==> src/rtl/reg_mem_arbiter_pkg.sv <==
// Shared definitions for the reg_mem arbiter slice: default widths, FSM states
// and requester port ids.
package reg_mem_arbiter_pkg;

  localparam int unsigned DEFAULT_DATA_WIDTH = 8;
  localparam int unsigned DEFAULT_ADDR_BITS  = 5;

  typedef enum logic {
    ST_INIT = 1'b0,
    ST_RUN  = 1'b1
  } state_t;

  localparam logic PORT_FETCH = 1'b0;
  localparam logic PORT_LS    = 1'b1;

endpackage

==> src/rtl/reg_mem_arbiter_if.sv <==
// Request/response and memory-side signals of the reg_mem arbiter.
// slave = arbiter view, master = requesters + memory view.
interface reg_mem_arbiter_if #(
  parameter int unsigned DATA_WIDTH = reg_mem_arbiter_pkg::DEFAULT_DATA_WIDTH,
  parameter int unsigned ADDR_BITS  = reg_mem_arbiter_pkg::DEFAULT_ADDR_BITS
);

  logic                  req0_valid;
  logic                  req0_ready;
  logic                  req0_wen;
  logic [ADDR_BITS-1:0]  req0_addr;
  logic [DATA_WIDTH-1:0] req0_wdata;

  logic                  req1_valid;
  logic                  req1_ready;
  logic                  req1_wen;
  logic [ADDR_BITS-1:0]  req1_addr;
  logic [DATA_WIDTH-1:0] req1_wdata;

  logic                  rsp_valid;
  logic                  rsp_id;
  logic [DATA_WIDTH-1:0] rsp_rdata;
  logic                  init_done;

  logic [ADDR_BITS-1:0]  mem_addr;
  logic [DATA_WIDTH-1:0] mem_data_in;
  logic                  mem_wen;
  logic [DATA_WIDTH-1:0] mem_data_out;

  modport slave (
    input  req0_valid, req0_wen, req0_addr, req0_wdata,
    input  req1_valid, req1_wen, req1_addr, req1_wdata,
    input  mem_data_out,
    output req0_ready, req1_ready,
    output rsp_valid, rsp_id, rsp_rdata, init_done,
    output mem_addr, mem_data_in, mem_wen
  );

  modport master (
    output req0_valid, req0_wen, req0_addr, req0_wdata,
    output req1_valid, req1_wen, req1_addr, req1_wdata,
    output mem_data_out,
    input  req0_ready, req1_ready,
    input  rsp_valid, rsp_id, rsp_rdata, init_done,
    input  mem_addr, mem_data_in, mem_wen
  );

endinterface

==> src/rtl/reg_mem_arbiter_rr_arb2.sv <==
// Two-input round-robin grant. On a tie the port that did not win last is
// granted; last_grant updates whenever a grant is taken.
module reg_mem_arbiter_rr_arb2
  import reg_mem_arbiter_pkg::*;
(
  input  logic clk,
  input  logic rst_n,
  input  logic en,
  input  logic valid0,
  input  logic valid1,
  output logic grant0,
  output logic grant1
);

  logic last_grant;

  always_comb begin
    grant0 = en && valid0 && (!valid1 || (last_grant == PORT_LS));
    grant1 = en && valid1 && (!valid0 || (last_grant == PORT_FETCH));
  end

  // Ready equals grant, so any grant is an accept.
  always_ff @(posedge clk or negedge rst_n) begin
    if (!rst_n) begin
      last_grant <= PORT_LS;
    end else if (grant0 || grant1) begin
      last_grant <= grant1 ? PORT_LS : PORT_FETCH;
    end
  end

endmodule

==> src/rtl/reg_mem_arbiter.sv <==
// Shares one single-port reg_mem between fetch (port 0) and load/store
// (port 1), with optional zero-clear of the memory after reset.
module reg_mem_arbiter
  import reg_mem_arbiter_pkg::*;
#(
  parameter int unsigned DATA_WIDTH    = DEFAULT_DATA_WIDTH,
  parameter int unsigned ADDR_BITS     = DEFAULT_ADDR_BITS,
  parameter bit          INIT_ON_RESET = 1'b1
) (
  input logic              clk,
  input logic              rst_n,
  reg_mem_arbiter_if.slave bus
);

  state_t               state;
  logic [ADDR_BITS:0]   init_cnt;
  logic                 pend;
  logic                 pend_id;
  logic                 grant0;
  logic                 grant1;
  logic                 run_en;

  // init_done is set on the edge that enters RUN; qualifying with it keeps
  // ready low while reset is held even when the FSM resets straight to RUN.
  assign run_en = (state == ST_RUN) && bus.init_done;

  reg_mem_arbiter_rr_arb2 u_arb (
    .clk    (clk),
    .rst_n  (rst_n),
    .en     (run_en),
    .valid0 (bus.req0_valid),
    .valid1 (bus.req1_valid),
    .grant0 (grant0),
    .grant1 (grant1)
  );

  assign bus.req0_ready = grant0;
  assign bus.req1_ready = grant1;
  assign bus.rsp_rdata  = bus.mem_data_out;

  always_ff @(posedge clk or negedge rst_n) begin
    if (!rst_n) begin
      state           <= INIT_ON_RESET ? ST_INIT : ST_RUN;
      init_cnt        <= '0;
      bus.mem_addr    <= '0;
      bus.mem_data_in <= '0;
      bus.mem_wen     <= 1'b0;
      bus.rsp_valid   <= 1'b0;
      bus.rsp_id      <= 1'b0;
      bus.init_done   <= 1'b0;
      pend            <= 1'b0;
      pend_id         <= 1'b0;
    end else begin
      bus.rsp_valid <= pend;
      bus.rsp_id    <= pend_id;
      pend          <= 1'b0;
      unique case (state)
        ST_INIT: begin
          // Top counter bit set means address 2**ADDR_BITS-1 is being written now.
          if (init_cnt[ADDR_BITS]) begin
            state         <= ST_RUN;
            bus.init_done <= 1'b1;
            bus.mem_wen   <= 1'b0;
          end else begin
            bus.mem_wen     <= 1'b1;
            bus.mem_addr    <= init_cnt[ADDR_BITS-1:0];
            bus.mem_data_in <= '0;
            init_cnt        <= init_cnt + (ADDR_BITS+1)'(1);
          end
        end
        ST_RUN: begin
          bus.init_done <= 1'b1;
          if (grant0) begin
            bus.mem_addr    <= bus.req0_addr;
            bus.mem_data_in <= bus.req0_wdata;
            bus.mem_wen     <= bus.req0_wen;
            pend            <= !bus.req0_wen;
            pend_id         <= PORT_FETCH;
          end else if (grant1) begin
            bus.mem_addr    <= bus.req1_addr;
            bus.mem_data_in <= bus.req1_wdata;
            bus.mem_wen     <= bus.req1_wen;
            pend            <= !bus.req1_wen;
            pend_id         <= PORT_LS;
          end else begin
            bus.mem_wen <= 1'b0;
          end
        end
        default: state <= ST_RUN;
      endcase
    end
  end

endmodule

==> src/flat_wrapper.sv <==
// flat-port wrapper written by rule: the top's interface ports become plain ports
module reg_mem_arbiter_flat import reg_mem_arbiter_pkg::*;
#(
  parameter int unsigned DATA_WIDTH    = DEFAULT_DATA_WIDTH,
  parameter int unsigned ADDR_BITS     = DEFAULT_ADDR_BITS,
  parameter bit          INIT_ON_RESET = 1'b1
)
  (clk, rst_n, bus_req0_valid, bus_req0_wen, bus_req0_addr, bus_req0_wdata, bus_req1_valid, bus_req1_wen, bus_req1_addr, bus_req1_wdata, bus_mem_data_out, bus_req0_ready, bus_req1_ready, bus_rsp_valid, bus_rsp_id, bus_rsp_rdata, bus_init_done, bus_mem_addr, bus_mem_data_in, bus_mem_wen);
  reg_mem_arbiter_if #(.DATA_WIDTH(DATA_WIDTH), .ADDR_BITS(ADDR_BITS)) bus_i ();
  input logic clk;
  input logic rst_n;
  input wire logic [$bits(bus_i.req0_valid)-1:0] bus_req0_valid;
  input wire logic [$bits(bus_i.req0_wen)-1:0] bus_req0_wen;
  input wire logic [$bits(bus_i.req0_addr)-1:0] bus_req0_addr;
  input wire logic [$bits(bus_i.req0_wdata)-1:0] bus_req0_wdata;
  input wire logic [$bits(bus_i.req1_valid)-1:0] bus_req1_valid;
  input wire logic [$bits(bus_i.req1_wen)-1:0] bus_req1_wen;
  input wire logic [$bits(bus_i.req1_addr)-1:0] bus_req1_addr;
  input wire logic [$bits(bus_i.req1_wdata)-1:0] bus_req1_wdata;
  input wire logic [$bits(bus_i.mem_data_out)-1:0] bus_mem_data_out;
  output wire logic [$bits(bus_i.req0_ready)-1:0] bus_req0_ready;
  output wire logic [$bits(bus_i.req1_ready)-1:0] bus_req1_ready;
  output wire logic [$bits(bus_i.rsp_valid)-1:0] bus_rsp_valid;
  output wire logic [$bits(bus_i.rsp_id)-1:0] bus_rsp_id;
  output wire logic [$bits(bus_i.rsp_rdata)-1:0] bus_rsp_rdata;
  output wire logic [$bits(bus_i.init_done)-1:0] bus_init_done;
  output wire logic [$bits(bus_i.mem_addr)-1:0] bus_mem_addr;
  output wire logic [$bits(bus_i.mem_data_in)-1:0] bus_mem_data_in;
  output wire logic [$bits(bus_i.mem_wen)-1:0] bus_mem_wen;
  assign bus_i.req0_valid = bus_req0_valid;
  assign bus_i.req0_wen = bus_req0_wen;
  assign bus_i.req0_addr = bus_req0_addr;
  assign bus_i.req0_wdata = bus_req0_wdata;
  assign bus_i.req1_valid = bus_req1_valid;
  assign bus_i.req1_wen = bus_req1_wen;
  assign bus_i.req1_addr = bus_req1_addr;
  assign bus_i.req1_wdata = bus_req1_wdata;
  assign bus_i.mem_data_out = bus_mem_data_out;
  assign bus_req0_ready = bus_i.req0_ready;
  assign bus_req1_ready = bus_i.req1_ready;
  assign bus_rsp_valid = bus_i.rsp_valid;
  assign bus_rsp_id = bus_i.rsp_id;
  assign bus_rsp_rdata = bus_i.rsp_rdata;
  assign bus_init_done = bus_i.init_done;
  assign bus_mem_addr = bus_i.mem_addr;
  assign bus_mem_data_in = bus_i.mem_data_in;
  assign bus_mem_wen = bus_i.mem_wen;
  reg_mem_arbiter #(.DATA_WIDTH(DATA_WIDTH), .ADDR_BITS(ADDR_BITS), .INIT_ON_RESET(INIT_ON_RESET)) u_core (.clk(clk), .rst_n(rst_n), .bus(bus_i));
endmodule
==> config.mk <==
export PLATFORM = sky130hd
export DESIGN_NAME = reg_mem_arbiter_flat
export DESIGN_NICKNAME = d
export VERILOG_FILES = /design/src/rtl/reg_mem_arbiter_pkg.sv /design/src/rtl/reg_mem_arbiter_if.sv /design/src/rtl/reg_mem_arbiter_rr_arb2.sv /design/src/rtl/reg_mem_arbiter.sv /design/src/flat_wrapper.sv
export SDC_FILE = /design/constraint.sdc
export NUM_CORES = 1
export LEC_CHECK = 0
export CORE_AREA = 2 2 60 62
export DETAILED_ROUTE_END_ITERATION = 10
export DIE_AREA = 0 0 62 64
export PLACE_DENSITY = 0.77
export SLEW_MARGIN = 0
export SYNTH_ARGS = -nofsm -noshare
export SYNTH_HDL_FRONTEND = slang
export SYNTH_SLANG_ARGS = --single-unit
==> constraint.sdc <==
create_clock -name clk -period 1.7 [get_ports clk]
set_input_delay 0.425 -clock clk [delete_from_list [all_inputs] [get_ports clk]]
set_output_delay 0.425 -clock clk [all_outputs]
set_load 0.03 [all_outputs]
==> impl_summary.md <==
Timing
Setup total negative slack on the finished layout was measured at -0.05339 ns. Setup repair after global routing could not meet its margin everywhere. The number of failing hold endpoints at the final stage came to 0.

Setup violations remaining at the end of the flow were counted as 1. The routed design could run at a clock period as short as 1.753 ns. Once routing completed, OpenROAD measured the worst setup slack at -0.05339 ns. The worst slew margin relative to its limit is 75.05%. The number of pins exceeding their max-slew limit in the final report is 0.

The slew at the pin closest to its max-slew limit is 0.3738 ns. The final setup skew is 0.005825 ns. Of the available clock period, the critical path in the final layout requires 103.1%. Derived from the worst setup path, the maximum achievable clock frequency is 0.5703 GHz.

Worst setup path
The peak fanout along the critical path is 2. The most critical setup path has its startpoint at u_core.u_arb.last_grant$_DFFE_PN1P_. The required time at the worst-slack endpoint is 1.27 ns.

The endpoint of the worst register-to-register path is u_core.bus.mem_addr[2]$_DFFE_PN0P_. The termination of the worst setup path is bus_req0_ready. The worst reg-to-reg path cell count is 5. The worst register-to-register path begins at u_core.u_arb.last_grant$_DFFE_PN1P_. The critical path in this run is classified as flop to primary output.

The worst setup path is captured at a primary output. The startpoint type of the worst setup path is a flop. Across all register-to-register paths, the minimum setup slack is 0.19 ns. The arrival time reported for the critical path endpoint is 1.33 ns.

Global routing
The initial antenna violation count was 0. The via count of the first global-routing pass is 1104. Global routing used 15.96% of the available tracks across all layers.

The global-route wire length before repair is 4754 um. Global routing finished with a remaining overflow of 0. Entering global routing, the biggest net connects 28 pins.

Routing
Detailed routing inserted a total of 1021 vias. For this block, the initial DRC count from the detailed router was 35. The average via count per standard cell is 4.839. The first-pass iteration count of the detailed router is 4.

In the routed design, unresolved DRC markers number 0. After detailed routing, the average wire length per cell comes to 14.52 um. The routed design has 3064 um of wire.

The detail route stage leaves a number of antenna-violating nets equal to 0.

Logic synthesis
The adder-cell share of the synthesized area is 1.021%. Averaged over all synthesized cells, the footprint is 11.04 um^2. Summing the areas of all compound-gate instances in the mapped netlist gives 14.20% of the synthesized area. The part of the Yosys area used for sequential elements is 55.26%. The synthesized design contains 27 register bits.

The synthesized design spends more area on one cell type than any other, namely sky130_fd_sc_hd__dfrtp_1. The most numerous cell in the Yosys netlist is sky130_fd_sc_hd__dfrtp_1. The count of synthesis-stage warnings from yosys is 0. After synthesis the cells add up to 1225 um^2. Counting instances in the post-synthesis netlist gives the leading cell types as 26 x sky130_fd_sc_hd__dfrtp_1, 17 x sky130_fd_sc_hd__nand2_1, 8 x sky130_fd_sc_hd__buf_4. Synthesis produced a netlist with a net count of 152. The instance count of the mapped netlist is 111. The dominant register cell in the synthesized netlist is sky130_fd_sc_hd__dfrtp_1. The count of distinct cell types in the synthesized netlist is 29.

The synthesized design devotes to its leading area cell type 53.12% of total area. The proportion of synthesized flip-flops having asynchronous set or reset is 100.0%. The largest family of logic cells by synthesized area is compound AO/OA/AOI/OAI gates.

In the post-synthesis netlist, the biggest area contributors are sky130_fd_sc_hd__dfrtp_1 53%, sky130_fd_sc_hd__mux2i_1 5.7%, sky130_fd_sc_hd__nand2_1 5.2%, sky130_fd_sc_hd__buf_4 4.9%, sky130_fd_sc_hd__a22oi_1 3.7%. Summing the areas of all xor and xnor instances in the mapped netlist gives 2.860% of the synthesized area. Measured against the total synthesized area, the mux share comes to 5.720%. Summing the areas of all and, or, nand and nor instances in the mapped netlist gives 12.87% of the synthesized area. Counting flops with a built-in enable in the synthesized netlist gives 0.

Floorplan
During I/O placement, the number of pins put on the boundary was 67. The die span in x is 62 um. The area of the core region is 3284 um^2. The y dimension of the die is 64 um. For this configuration, the core starts out at a cell density of 37.30%. The floorplan die area is 3968 um^2. The number of rows created at floorplan is 21.

Clock tree
The clock passes through at most 2 buffers. The TritonCTS sink count is 27. The source-to-sink clock delay at the later pin of the worst-skew pair is 0.33 ns. In this run the number of H-tree levels came out at 1. Clock tree synthesis inserted a total of 3 buffers.

After clock tree synthesis, the flow added hold-fix buffers numbering 0. TritonCTS built the clock tree. The clock slew seen by the registers of the worst setup and hold paths is 0.15 ns.

The tree is rooted in a sky130_fd_sc_hd__clkbuf_4.

Final layout
The register with the most flip-flops in the layout has 8 of them. The register with the most flip-flops is u_core.bus.mem_data_in. The synthesis-to-layout area growth is 46.68%. The largest registers in the layout are u_core.bus.mem_data_in (8), u_core.init_cnt (6), u_core.bus.mem_addr (5).

The number of nets at the end of the flow is 207. The number of diodes is 0. The count of fill cells added during filler insertion is 285.

The fraction of final layout cells with drive strength greater than 1 is 16.36%.

Power and ir drop
The worst-case IR drop observed on VDD is 0.4018 mV. The power after layout is 0.001400 W. The leakage power of the design is 0.8217 nW. The power per standard cell area is 779.2 nW/um^2.

Status
The checks that failed: setup timing. The flow ran to the end, but the final reports show violations.

Worst hold path
In this run the worst hold path is classified as flop to flop.

Placement
The placed wire-length estimate is 2364 um. In this run the tool buffered the top-level ports with 50 buffer cells. At the end of routability-driven placement, the weighted congestion stood at 0.7940.

Run
The tool flagged a number of max-cap violations equal to 0.
[per-layer routing]
layer | part of all wire [%] | vias up | track usage (%)
li1 | - | 488 | -
met1 | 40 | 503 | 19.79
met2 | 55 | 24 | 27.21
met3 | 3.0 | 6 | 1.012
met4 | 1.7 | 0 | 7.447
met5 | 0 | - | 0
[kinds of logic after synthesis]
logic type,after synthesis
AO/OA/AOI/OAI,26
multiplexers,7
adder cells (fa/ha/maj),1
AND/OR/NAND/NOR,32
flip-flops,27
buffers and inverters,14
XOR/XNOR,4
[how the worst min path moves through the flow]
stage / from / to / cells past startpoint
after floorplan: rst_n / u_core.bus.init_done$_DFFE_PN0N_ / 0
after global placement: u_core.pend$_DFF_PN0_ / u_core.bus.rsp_valid$_DFF_PN0_ / 0
after detailed placement: u_core.pend$_DFF_PN0_ / u_core.bus.rsp_valid$_DFF_PN0_ / 0
after CTS: u_core.pend$_DFF_PN0_ / u_core.bus.rsp_valid$_DFF_PN0_ / 0
after global routing: u_core.pend$_DFF_PN0_ / u_core.bus.rsp_valid$_DFF_PN0_ / 0
final: u_core.pend$_DFF_PN0_ / u_core.bus.rsp_valid$_DFF_PN0_ / 0
[metrics by stage]
stage | setup WS, ns | hold slack (ns) | utilization [%] | cell area [um^2] | cells
finish | -0.05339 | 0.3822 | 54.70 | 1797 | 211
global route | -0.08777 | 0.3934 | 54.70 | 1797 | 211
CTS | -0.05616 | 0.3868 | 54.55 | 1792 | 211
detailed placement | -0.1232 | 0.3537 | 53.30 | 1750 | 204
global placement | -0.1189 | 0.3331 | 53.30 | 1750 | 204
floorplan | 0.1017 | 0.1294 | - | 1225 | 111
[cells in the final DEF (no fill, tap or decap), drive strengths merged, types with 3 or more instances in the layout]
master	netlist	layout
inv	3	3
nor2	4	4
dfrtp	26	26
mux2i	7	7
buf	11	13
a22oi	6	6
a21oi	7	7
o22ai	6	6
clkdlybuf4s50	0	29
nand3	3	3
clkbuf	0	3
dlygate4sd2	0	19
nand2	17	17
xnor2	4	4
[worst max-delay path, cell delays in order (launching register included)]
cell and delay, ns:
sky130_fd_sc_hd__dfstp_2 0.56, sky130_fd_sc_hd__nand2b_4 0.12, sky130_fd_sc_hd__and3_4 0.19, sky130_fd_sc_hd__buf_6 0.13
[layout make-up]
cell class	instances	area [um^2]	share of cell area [%]
sequential	27	679.4	37.81
timing repair buffer	61	561.8	31.27
multi-input combinational	70	456.7	25.42
tap	46	57.56	3.203
clock buffer	3	22.52	1.253
inverter	3	11.26	0.6267
clock inverter	1	7.507	0.4178
[repair_timing]
| item | 4_1_cts | 5_1_grt |
|---|---|---|
| pin swaps | 1 | 0 |
| setup buffers | 3 | 0 |
| setup endpoints to repair | 19 | 2 |
| gates resized for setup | 22 | 2 |
[report_power, final]
group          total (W)  leakage (nW)  internal (W)  switching (W)
sequential      0.000726         0.322      0.000698      0.0000285
combinational   0.000393         0.486      0.000182       0.000212
clock           0.000280        0.0139     0.0000901       0.000190
Power figures use the tool's default switching activity.
